File: config.mk
export PLATFORM = sky130hd
export DESIGN_NAME = video_timing_gen
export DESIGN_NICKNAME = d
export VERILOG_FILES = /design/src/rtl/vtg_pkg.sv /design/src/rtl/vtg_delay_line.sv /design/src/rtl/video_timing_gen.sv
export SDC_FILE = /design/constraint.sdc
export NUM_CORES = 1
export LEC_CHECK = 0
export BUFFER_PORTS_ARGS = -buffer_cell sky130_fd_sc_hd__buf_2
export CAP_MARGIN = 10
export CELL_PAD_IN_SITES_DETAIL_PLACEMENT = 1
export CELL_PAD_IN_SITES_GLOBAL_PLACEMENT = 2
export CORE_MARGIN = 3
export CORE_UTILIZATION = 37
export DETAILED_ROUTE_END_ITERATION = 16
export GPL_ROUTABILITY_DRIVEN = 0
export PLACE_DENSITY = 0.87
export SYNTH_ARGS = -nofsm -noshare
export SYNTH_HDL_FRONTEND = slang
export SYNTH_SLANG_ARGS = --single-unit
File: constraint.sdc
create_clock -name I_clk -period 4.6 [get_ports I_clk]
set_clock_uncertainty 0.1 [all_clocks]
set_input_delay 0.46 -clock I_clk [delete_from_list [all_inputs] [get_ports I_clk]]
set_output_delay 0.46 -clock I_clk [all_outputs]
set_load 0.1 [all_outputs]
File: src/rtl/vtg_pkg.sv
`default_nettype none
// ============================================================================
//  Module      : vtg_pkg
//  Description : Shared constants for the raster timing generator: load FSM
//                encoding, 720p reset timing and the per-axis legality check.
//  Revision    : 1.0 - initial release
// ============================================================================
package vtg_pkg;

    localparam logic [0:0] ST_IDLE = 1'b0;
    localparam logic [0:0] ST_PEND = 1'b1;

    localparam int unsigned VTG_DEF_H_TOTAL  = 1650;
    localparam int unsigned VTG_DEF_H_SYNC   = 40;
    localparam int unsigned VTG_DEF_H_BPORCH = 220;
    localparam int unsigned VTG_DEF_H_RES    = 1280;
    localparam int unsigned VTG_DEF_V_TOTAL  = 750;
    localparam int unsigned VTG_DEF_V_SYNC   = 5;
    localparam int unsigned VTG_DEF_V_BPORCH = 20;
    localparam int unsigned VTG_DEF_V_RES    = 720;

    // With res nonzero, total > sync+bporch+res-1 is the same as total >= sum.
    function automatic logic vtg_axis_legal(input int unsigned total,
                                            input int unsigned sync,
                                            input int unsigned bporch,
                                            input int unsigned res);
        return (sync != 0) && (res != 0) && (total >= sync + bporch + res);
    endfunction

endpackage
`default_nettype wire

File: src/rtl/vtg_delay_line.sv
`default_nettype none
// ============================================================================
//  Module      : vtg_delay_line
//  Description : Parametrised shift register with reset value; depth 0 is a
//                straight wire.
//  Revision    : 1.0 - initial release
// ============================================================================
module vtg_delay_line #(
    parameter int unsigned     W       = 1,
    parameter int unsigned     DEPTH   = 1,
    parameter logic [W-1:0]    RST_VAL = '0
) (
    input  logic         I_clk,
    input  logic         I_rst_n,
    input  logic [W-1:0] I_d,
    output logic [W-1:0] O_q
);

    generate
        if (DEPTH == 0) begin : g_bypass
            assign O_q = I_d;
        end else begin : g_pipe
            logic [DEPTH-1:0][W-1:0] stage_q;
            logic [DEPTH-1:0][W-1:0] stage_d;

            always_comb begin
                stage_d[0] = I_d;
                for (int i = 1; i < DEPTH; i++) begin
                    stage_d[i] = stage_q[i-1];
                end
            end

            always_ff @(posedge I_clk or negedge I_rst_n) begin
                if (!I_rst_n) begin
                    stage_q <= {DEPTH{RST_VAL}};
                end else begin
                    stage_q <= stage_d;
                end
            end

            assign O_q = stage_q[DEPTH-1];
        end
    endgenerate

endmodule
`default_nettype wire

File: src/rtl/video_timing_gen.sv
`default_nettype none
// ============================================================================
//  Module      : video_timing_gen
//  Description : Runtime-programmable raster timing generator with shadowed,
//                frame-synchronous mode switching and delayed DE/HS/VS.
//  Revision    : 1.0 - initial release
// ============================================================================
module video_timing_gen
    import vtg_pkg::*;
#(
    parameter int unsigned CW           = 12,
    parameter int unsigned FCW          = 10,
    parameter int unsigned DELAY        = 2,
    parameter int unsigned DEF_H_TOTAL  = VTG_DEF_H_TOTAL,
    parameter int unsigned DEF_H_SYNC   = VTG_DEF_H_SYNC,
    parameter int unsigned DEF_H_BPORCH = VTG_DEF_H_BPORCH,
    parameter int unsigned DEF_H_RES    = VTG_DEF_H_RES,
    parameter int unsigned DEF_V_TOTAL  = VTG_DEF_V_TOTAL,
    parameter int unsigned DEF_V_SYNC   = VTG_DEF_V_SYNC,
    parameter int unsigned DEF_V_BPORCH = VTG_DEF_V_BPORCH,
    parameter int unsigned DEF_V_RES    = VTG_DEF_V_RES,
    parameter bit          DEF_HS_POL   = 1'b1,
    parameter bit          DEF_VS_POL   = 1'b1
) (
    input  logic           I_clk,
    input  logic           I_rst_n,
    input  logic           I_enable,
    input  logic [CW-1:0]  I_cfg_h_total,
    input  logic [CW-1:0]  I_cfg_h_sync,
    input  logic [CW-1:0]  I_cfg_h_bporch,
    input  logic [CW-1:0]  I_cfg_h_res,
    input  logic [CW-1:0]  I_cfg_v_total,
    input  logic [CW-1:0]  I_cfg_v_sync,
    input  logic [CW-1:0]  I_cfg_v_bporch,
    input  logic [CW-1:0]  I_cfg_v_res,
    input  logic           I_cfg_hs_pol,
    input  logic           I_cfg_vs_pol,
    input  logic           I_cfg_load,
    output logic           O_cfg_pending,
    output logic           O_cfg_ack,
    output logic           O_cfg_err,
    output logic           O_de,
    output logic           O_hs,
    output logic           O_vs,
    output logic [CW-1:0]  O_x,
    output logic [CW-1:0]  O_y,
    output logic           O_line_start,
    output logic           O_frame_start,
    output logic [FCW-1:0] O_frame_cnt
);

    typedef struct packed {
        logic [CW-1:0] h_total;
        logic [CW-1:0] h_sync;
        logic [CW-1:0] h_bporch;
        logic [CW-1:0] h_res;
        logic [CW-1:0] v_total;
        logic [CW-1:0] v_sync;
        logic [CW-1:0] v_bporch;
        logic [CW-1:0] v_res;
        logic          hs_pol;
        logic          vs_pol;
    } timing_t;

    localparam timing_t DEF_SET = '{
        h_total:  CW'(DEF_H_TOTAL),
        h_sync:   CW'(DEF_H_SYNC),
        h_bporch: CW'(DEF_H_BPORCH),
        h_res:    CW'(DEF_H_RES),
        v_total:  CW'(DEF_V_TOTAL),
        v_sync:   CW'(DEF_V_SYNC),
        v_bporch: CW'(DEF_V_BPORCH),
        v_res:    CW'(DEF_V_RES),
        hs_pol:   DEF_HS_POL,
        vs_pol:   DEF_VS_POL
    };

    // Sync bus ordering is {de, hs, vs}; idle level is the inactive polarity.
    localparam logic [2:0] SYNC_RST = {1'b0, !DEF_HS_POL, !DEF_VS_POL};

    logic [0:0]     state_q, state_d;
    timing_t        act_q, act_d;
    timing_t        shd_q, shd_d;
    logic [CW-1:0]  h_q, h_d;
    logic [CW-1:0]  v_q, v_d;
    logic [FCW-1:0] frame_cnt_q, frame_cnt_d;
    logic           cfg_ack_q, cfg_ack_d;
    logic           cfg_err_q, cfg_err_d;
    logic [CW-1:0]  x_q, x_d;
    logic [CW-1:0]  y_q, y_d;
    logic           line_start_q, line_start_d;
    logic           frame_start_q, frame_start_d;
    logic [2:0]     sync_q, sync_d;
    logic [2:0]     w_sync_dly;

    timing_t        w_req;
    logic [CW:0]    w_hs0, w_hend, w_vs0, w_vend;
    logic           w_line_end, w_frame_wrap;
    logic           w_de, w_hs_act, w_vs_act;
    logic           w_cfg_ok, w_apply;

    assign w_req = '{
        h_total:  I_cfg_h_total,
        h_sync:   I_cfg_h_sync,
        h_bporch: I_cfg_h_bporch,
        h_res:    I_cfg_h_res,
        v_total:  I_cfg_v_total,
        v_sync:   I_cfg_v_sync,
        v_bporch: I_cfg_v_bporch,
        v_res:    I_cfg_v_res,
        hs_pol:   I_cfg_hs_pol,
        vs_pol:   I_cfg_vs_pol
    };

    assign w_cfg_ok = vtg_axis_legal(32'(I_cfg_h_total), 32'(I_cfg_h_sync),
                                     32'(I_cfg_h_bporch), 32'(I_cfg_h_res))
                   && vtg_axis_legal(32'(I_cfg_v_total), 32'(I_cfg_v_sync),
                                     32'(I_cfg_v_bporch), 32'(I_cfg_v_res));

    assign w_hs0  = {1'b0, act_q.h_sync} + {1'b0, act_q.h_bporch};
    assign w_hend = w_hs0 + {1'b0, act_q.h_res};
    assign w_vs0  = {1'b0, act_q.v_sync} + {1'b0, act_q.v_bporch};
    assign w_vend = w_vs0 + {1'b0, act_q.v_res};

    assign w_line_end   = (h_q == act_q.h_total - CW'(1));
    assign w_frame_wrap = I_enable && w_line_end && (v_q == act_q.v_total - CW'(1));

    assign w_hs_act = I_enable && (h_q < act_q.h_sync);
    assign w_vs_act = I_enable && (v_q < act_q.v_sync);
    assign w_de     = I_enable
                   && ({1'b0, h_q} >= w_hs0) && ({1'b0, h_q} < w_hend)
                   && ({1'b0, v_q} >= w_vs0) && ({1'b0, v_q} < w_vend);

    // Apply is decided from the registered state, so a load landing on the
    // wrap cycle waits for the following wrap.
    assign w_apply = (state_q == ST_PEND) && (w_frame_wrap || !I_enable);

    always_comb begin
        state_d     = state_q;
        act_d       = act_q;
        shd_d       = shd_q;
        cfg_ack_d   = 1'b0;
        cfg_err_d   = 1'b0;
        h_d         = h_q;
        v_d         = v_q;
        frame_cnt_d = frame_cnt_q;

        if (!I_enable) begin
            h_d = '0;
            v_d = '0;
        end else if (w_line_end) begin
            h_d = '0;
            v_d = (v_q == act_q.v_total - CW'(1)) ? '0 : v_q + 1'b1;
        end else begin
            h_d = h_q + 1'b1;
        end

        if (w_frame_wrap) begin
            frame_cnt_d = frame_cnt_q + 1'b1;
        end

        if (w_apply) begin
            act_d     = shd_q;
            cfg_ack_d = 1'b1;
            state_d   = ST_IDLE;
        end

        if (I_cfg_load) begin
            if (w_cfg_ok) begin
                shd_d   = w_req;
                state_d = ST_PEND;
            end else begin
                cfg_err_d = 1'b1;
            end
        end
    end

    always_comb begin
        x_d           = w_de ? (h_q - w_hs0[CW-1:0]) : '0;
        y_d           = w_de ? (v_q - w_vs0[CW-1:0]) : '0;
        line_start_d  = w_de && ({1'b0, h_q} == w_hs0);
        frame_start_d = w_de && ({1'b0, h_q} == w_hs0) && ({1'b0, v_q} == w_vs0);
        sync_d        = {w_de, w_hs_act ~^ act_q.hs_pol, w_vs_act ~^ act_q.vs_pol};
    end

    always_ff @(posedge I_clk or negedge I_rst_n) begin
        if (!I_rst_n) begin
            state_q       <= ST_IDLE;
            act_q         <= DEF_SET;
            shd_q         <= DEF_SET;
            h_q           <= '0;
            v_q           <= '0;
            frame_cnt_q   <= '0;
            cfg_ack_q     <= 1'b0;
            cfg_err_q     <= 1'b0;
            x_q           <= '0;
            y_q           <= '0;
            line_start_q  <= 1'b0;
            frame_start_q <= 1'b0;
            sync_q        <= SYNC_RST;
        end else begin
            state_q       <= state_d;
            act_q         <= act_d;
            shd_q         <= shd_d;
            h_q           <= h_d;
            v_q           <= v_d;
            frame_cnt_q   <= frame_cnt_d;
            cfg_ack_q     <= cfg_ack_d;
            cfg_err_q     <= cfg_err_d;
            x_q           <= x_d;
            y_q           <= y_d;
            line_start_q  <= line_start_d;
            frame_start_q <= frame_start_d;
            sync_q        <= sync_d;
        end
    end

    vtg_delay_line #(
        .W       (3),
        .DEPTH   (DELAY),
        .RST_VAL (SYNC_RST)
    ) u_sync_dly (
        .I_clk   (I_clk),
        .I_rst_n (I_rst_n),
        .I_d     (sync_q),
        .O_q     (w_sync_dly)
    );

    assign {O_de, O_hs, O_vs} = w_sync_dly;
    assign O_x                = x_q;
    assign O_y                = y_q;
    assign O_line_start       = line_start_q;
    assign O_frame_start      = frame_start_q;
    assign O_frame_cnt        = frame_cnt_q;
    assign O_cfg_pending      = (state_q == ST_PEND);
    assign O_cfg_ack          = cfg_ack_q;
    assign O_cfg_err          = cfg_err_q;

endmodule
`default_nettype wire

**Word level (Yosys, flattened, before mapping)**

Index checks and enable logic that the tools add are counted.

- Equality and inequality tests: 5
- Divide/modulo/power cells: 0
- Bitwise operators: 2
- Mux-type cells: 13
- $lt $le $gt $ge: 8
- Multipliers: 0
- Reduce and logical (&&, ||, !) cells: 23
- Shift operators: 0
- Add/sub/neg operators: 15

Operator list:

| operator | number |
|---|---|
| two-way mux 12 bit | 7 |
| adder 12 x 12 -> 13 bit | 4 |
| nonzero test 12 bit | 4 |
| adder 13 x 12 -> 14 bit | 2 |
| >= comparator 12 x 14 -> 1 bit | 2 |
| adder 13 x 12 -> 13 bit | 2 |
| equality test 12 x 13 -> 1 bit | 2 |
| >= comparator 12 x 13 -> 1 bit | 2 |
| less-than comparator 12 x 13 -> 1 bit | 2 |
| adder 12 x 1 -> 12 bit, second input constant | 2 |
| equality test 12 bit | 2 |
| less-than comparator 12 bit | 2 |
| subtractor 12 x 1 -> 12 bit, second input constant | 2 |
| subtractor 12 bit | 2 |
| logical AND 1 bit | 16 |
| adder 10 x 1 -> 10 bit, second input constant | 1 |
| two-way mux 1 bit | 6 |
| inequality test 2 x 1 -> 1 bit, second input constant | 1 |
| AND reduction 2 bit | 1 |
| XNOR 1 bit | 2 |
| logical NOT 1 bit | 1 |
| logical OR 1 bit | 1 |

- Bits in writable memories: 0
- Memory bits (read-only): 0
- Memories kept: 0
- Bits in latches: 0
- Bits of input ports: 102
- Bits in registers: 268
- Logic and storage cells: 99

**Logic depth before layout (Yosys ltp)**

- Word-level depth: 9
- Mapped depth: 24
- Mapped depth without buffers: 23

**Modules after synthesis**

Synthesis repeated with hierarchy kept, for this count alone.

- Cell total of the unflattened synthesis: 1537
- Area total of the unflattened synthesis: 16953.8 um^2

By module, submodules not included:

| module | instances | area each (um^2) | cells each | seq. area each (um^2) |
|---|---|---|---|---|
| video_timing_gen | 1 | 16803.6 | 1531 | 6636.4 |
| vtg_delay_line | 1 | 150.1 | 6 | 150.1 |

**Worst setup path before layout**

OpenSTA, ideal clock, no wires.

- Path type: input-to-reg
- From: input I_cfg_h_sync[1]
- To: register shd_q[88] in the netlist's numbering
- Stages on the path: 21
- Buffers on the path: 2
- Required time: 4.372 ns
- Library setup time: 0.128 ns
- Data arrival time: 4.835 ns
- Path slack: -0.462 ns
- Cell sequence: fa_1 -> ha_1 -> fa_1 -> a21o_1 -> a21oi_1 -> o21bai_1 -> a211o_1 -> a31o_2 -> a21o_1 -> a21oi_1 -> xor2_1 -> ha_1 -> o21a_1 -> o221ai_1 -> nor2_1 -> nand4_1 -> a31oi_1 -> nand4_1 -> clkbuf_1 -> buf_2 -> mux2_1

- Word-level cells in the longest chain between the ends: 6
- Elaborated cells on any way between the ends: 8
- Classes of those cells: add/sub: 2; order compare: 1; reduce/logical: 5

Ends and longest elaborated chain:

| item | RTL line | source |
|---|---|---|
| from (decl) | video_timing_gen.sv:29 | `input logic [CW-1:0] I_cfg_h_sync,` |
| adder 12 x 12 -> 13 bit | vtg_pkg.sv:27 | `return (sync != 0) && (res != 0) && (total >= sync + bporch + res);` |
| adder 13 x 12 -> 14 bit | vtg_pkg.sv:27 |  |
| >= comparator 12 x 14 -> 1 bit | vtg_pkg.sv:27 |  |
| logical AND 1 bit * | vtg_pkg.sv:27 |  |
| logical AND 1 bit * | video_timing_gen.sv:117 | `&& vtg_axis_legal(32'(I_cfg_v_total), 32'(I_cfg_v_sync),` |
| AND reduction 2 bit (no source line) * | - |  |
| to (signal assigned) | video_timing_gen.sv:190 | `shd_q <= DEF_SET;` |
| to (signal assigned) | video_timing_gen.sv:204 | `shd_q <= shd_d;` |
| to (decl) | video_timing_gen.sv:83 | `timing_t shd_q, shd_d;` |

Mark *: on every way between the ends. The rest lies on a longest branch, timed or not.
A chain may end at the register's enable or synchronous reset.

**Worst setup path after layout**

- From: register act_q[26] in the netlist's numbering
- To: register y_q[9], in the netlist O_y[9]

- Word-level cells in the longest chain between the ends: 5
- Elaborated cells on any way between the ends: 8
- Classes of those cells: add/sub: 3; order compare: 2; mux: 1; reduce/logical: 2

Ends and longest elaborated chain:

| item | RTL line | source |
|---|---|---|
| from (decl) | video_timing_gen.sv:82 | `timing_t act_q, act_d;` |
| from (signal assigned) | video_timing_gen.sv:203 | `act_q <= act_d;` |
| adder 12 x 12 -> 13 bit * | video_timing_gen.sv:122 | `assign w_vs0 = {1'b0, act_q.v_sync} + {1'b0, act_q.v_bporch};` |
| adder 13 x 12 -> 13 bit / >= comparator 12 x 13 -> 1 bit (equally long branches) | video_timing_gen.sv:123, video_timing_gen.sv:132 |  |
| less-than comparator 12 x 13 -> 1 bit / logical AND 1 bit (equally long branches) | video_timing_gen.sv:132 | `&& ({1'b0, v_q} >= w_vs0) && ({1'b0, v_q} < w_vend);` |
| logical AND 1 bit | video_timing_gen.sv:132 |  |
| two-way mux 12 bit * | video_timing_gen.sv:180 | `y_d = w_de ? (v_q - w_vs0[CW-1:0]) : '0;` |
| net y_d[9] | video_timing_gen.sv:90 | `logic [CW-1:0] y_q, y_d;` |
| to (signal assigned) | video_timing_gen.sv:211 | `y_q <= y_d;` |
| to (decl) | video_timing_gen.sv:90 |  |

The timed path passes the listed nets; every way through them passes the cells marked *.

==> PnR_summary.wiki <==
{| class="wikitable"
! Metric !! Value
|-
| Run status || complete, but fails checks
|-
| Violated checks || setup timing
|-
| Clock-pin slew on the worst setup and hold paths || 70 ps
|-
| Kind of critical path || flip-flop to flip-flop
|-
| Worst path arrival time || 5470 ps
|-
| H-tree levels || 1
|-
| Commonest non-fill, non-tap cell in the layout || dfrtp_1
|-
| Avg Cell Area, Syn || 11.0 sq um
|-
| Predominant post-synthesis flop cell || dfrtp_1
|-
| Initial Utilization || 0.378
|-
| Post-synthesis compound-gate area fraction || 0.105
|-
| Commonest cells after routing, fill and taps aside || dfrtp_1 (204), buf_4 (165), ha_1 (161)
|-
| Avg WL per Cell || 22.9 microns
|-
| Post-synthesis sequential area ratio || 0.401
|-
| Number of filler instances in the final layout || 4844
|-
| Highest clock rate || 0.197 GHz
|-
| Die outline area || 48300 sq um
|-
| EDFF count, synth || 0
|-
| Routed vias || 13614
|-
| Port Buf Inserts || 143
|-
| Final Cycle Share || 1.11
|-
| Syn Std Cell Area || 16900 sq um
|-
| Share of cells above drive strength 1 || 0.336
|-
| Area of the core region || 44700 sq um
|-
| Largest vdd supply drop || 0.000318 V
|-
| Post-Synth Simple-Gate Area || 0.109
|-
| Die Height || 220 microns
|-
| Layout Nets || 2174
|-
| Area growth from synthesis to final layout || 29.0%
|-
| Ys Warns || 0
|-
| Post-layout power || 11.3 mW
|-
| Final antenna-violating net count || 0
|-
| Floorplan die width || 220 microns
|-
| Hold Crit Class || input port to flip-flop
|-
| Via density per instance || 5.47
|-
| Relative slew slack || 0.373
|-
| Slowest stage cell, crit path || dfstp_2
|-
| Crit-path cells || ha_4 > inv_2 > fa_2 > nand2b_4 > nand2b_1 > a21o_1 > xor2_2 > ha_4 > o21a_1 > o31a_1 > o211ai_1 > a21oi_2 > nor3_2 > xor2_1 > ha_1 > a2111oi_4 > a41oi_2 > a2111oi_4 > o311ai_4 > buf_12 > buf_12 > nor3b_2
|-
| DRC violations left || 0
|-
| Clock tree from TritonCTS || built
|-
| I/O pins || 144
|-
| Number of pins exceeding their max-slew limit in the final report || 0
|-
| Total clock sinks || 268
|-
| Via count of the first global-routing pass || 14758
|-
| Worst EP required || 4990 ps
|-
| HPWL after DPL || 39.5 mm
|-
| Combined global-route utilization of all metal layers || 0.214
|-
| Slowest cell delay on critical path || 550 ps
|-
| Main combinational cell family by area after synthesis || adder cells
|-
| RSZ-0062 raised after global routing || true
|-
| Async set or reset register ratio after synthesis || 1.00
|-
| Yosys cell types || 66
|-
| Largest fanout on the critical path || 8
|-
| Skew-Pair Late Insertion Delay || 580 ps
|-
| Total Negative Setup Slacks || -14180 ps
|-
| Worst slew pin tran || 940 ps
|-
| Number of DRC violations after detailed-routing iteration 0 || 808
|-
| Root Buffer || clkbuf_16
|-
| Setup slack after layout || -485 ps
|-
| Gate Count Post-Synth || 1531
|-
| Non-filler instance count after layout || 2489
|-
| Post-synthesis share of cell area spent on full adders, half adders and majority gates || 0.162
|-
| Cell family with the largest share of critical-path delay || compound AO/OA/AOI/OAI gates
|-
| First-pass GRT wire length || 81.3 mm
|-
| Post-synth net total || 1833
|-
| Number of detailed-routing iterations run before antenna repair || 5
|-
| Total of endpoints with negative setup slack in the final report || 104
|-
| Number of buffers between clock root and the deepest sink || 3
|-
| Number of antenna violations at the first check in global routing || 1
|-
| Total number of placement rows || 77
|-
| Crit path buffers/inverters || 3
|-
| Number of CTS-inserted buffers || 30
|-
| Static leakage || 10.7 nW
|-
| Global route overflow || 0
|-
| Share of cell area taken by muxes after synthesis || 0.133
|-
| Max-cap check violation count || 0
|-
| Final wirelength || 57.1 mm
|-
| Maximum number of pins on one net before global-route repair || 119
|-
| Kind of end point of the critical path || flip-flop
|-
| WHS || 51.3 ps
|-
| Flip-flop and latch count after synthesis || 268
|-
| Fraction of synthesized cell area in xor and xnor cells || 0.0616
|-
| Power Dens Cells || 516 nW/um^2
|-
| Number of endpoints with negative hold slack in the final report || 0
|-
| Final worst path period need || 5080 ps
|-
| Nature of the critical path startpoint || flip-flop
|-
| Total placed cells including tap cells || 2399
|}
==> logic make-up after synthesis <==
group / count (synthesis)
buffers and inverters: 118
flip-flops: 268
AO/OA/AOI/OAI: 276
adder cells (fa/ha/maj): 200
AND/OR/NAND/NOR: 350
multiplexers: 200
XOR/XNOR: 119
==> final cells by class <==
cell class / count / area [sq um] / share of cell area
multi-input combinational: 1145 / 10200 / 0.468
sequential: 268 / 6790 / 0.311
timing repair buffer: 343 / 2640 / 0.121
clock buffer: 39 / 876 / 0.0401
tap: 592 / 741 / 0.0340
inverter: 84 / 315 / 0.0145
clock inverter: 17 / 239 / 0.0110
antenna: 1 / 2.50 / 0.000115
==> cell usage after synthesis, drive strengths merged, types with 29 or more instances <==
| library cell | instances | area share |
|---|---|---|
| nor2 | 91 | 0.020 |
| dfrtp | 204 | 0.30 |
| nand3 | 37 | 0.011 |
| o21ai | 65 | 0.019 |
| inv | 84 | 0.019 |
| nor3 | 41 | 0.012 |
| mux2 | 199 | 0.13 |
| dfstp | 64 | 0.099 |
| nand2 | 29 | 0.0064 |
| fa | 32 | 0.038 |
| xnor2 | 64 | 0.033 |
| ha | 168 | 0.12 |
| a21o | 47 | 0.021 |
| a21oi | 69 | 0.020 |
| xor2 | 55 | 0.028 |
==> layer usage <==
metal	global-route usage	part of all wire	vias up
met5	0	0	-
met4	0.0768	0.039	0
met2	0.361	0.48	373
met3	0.0274	0.042	122
met1	0.283	0.43	6920
li1	-	-	6199
==> worst paths after layout <==
path                            depth (start not counted)                 to                    startpoint  slack [ps]
min in group asynchronous                               2          shd_q[20]                       I_rst_n         410
worst max-delay path                                   22             O_y[9]                     act_q[26]        -480
max in group asynchronous                               3           act_q[8]                       I_rst_n        2740
worst max register to register                         22             O_y[9]                     act_q[26]        -480
worst min register to register                          0  u_sync_dly.O_q[2]  u_sync_dly.g_pipe.stage_d[5]         250
worst min-delay path                                    2          shd_q[49]             I_cfg_v_total[11]          50
==> per-stage QoR <==
step                      utilization  setup slack [ps]  instance area (sq um)
after floorplan                     -              -126                  17000
after global placement          0.440              -503                  19600
after detailed placement        0.440              -830                  19600
after CTS                       0.474              -364                  21200
after global routing            0.488              -725                  21800
final                           0.488              -485                  21800
==> registers in the layout, summed over array words and instances (netlist names), 3 cells and up <==
register                   flops
act_q                         98
shd_q                         98
O_x                           12
O_y                           12
h_q                           12
v_q                           12
O_frame_cnt                   10
sync_q                         3
u_sync_dly.O_q                 3
u_sync_dly.g_pipe.stage_d      3
==> power breakdown <==
part           switching (mW)  total [mW]  internal (mW)
Clock                    1.08        2.71           1.63
Sequential              0.519        3.58           3.06
Combinational            2.70        4.98           2.27
==> timing repair <==
item | in CTS | in global routing
hold buffers | 4 | 0
setup endpoints to repair | 123 | 122
resized for setup | 56 | 64
endpoints found under the hold margin | 73 | 0
pin swaps | 29 | 25
buffers inserted | 7 | 7
gates cloned | 2 | 15
(Power assumes the default switching activity.)
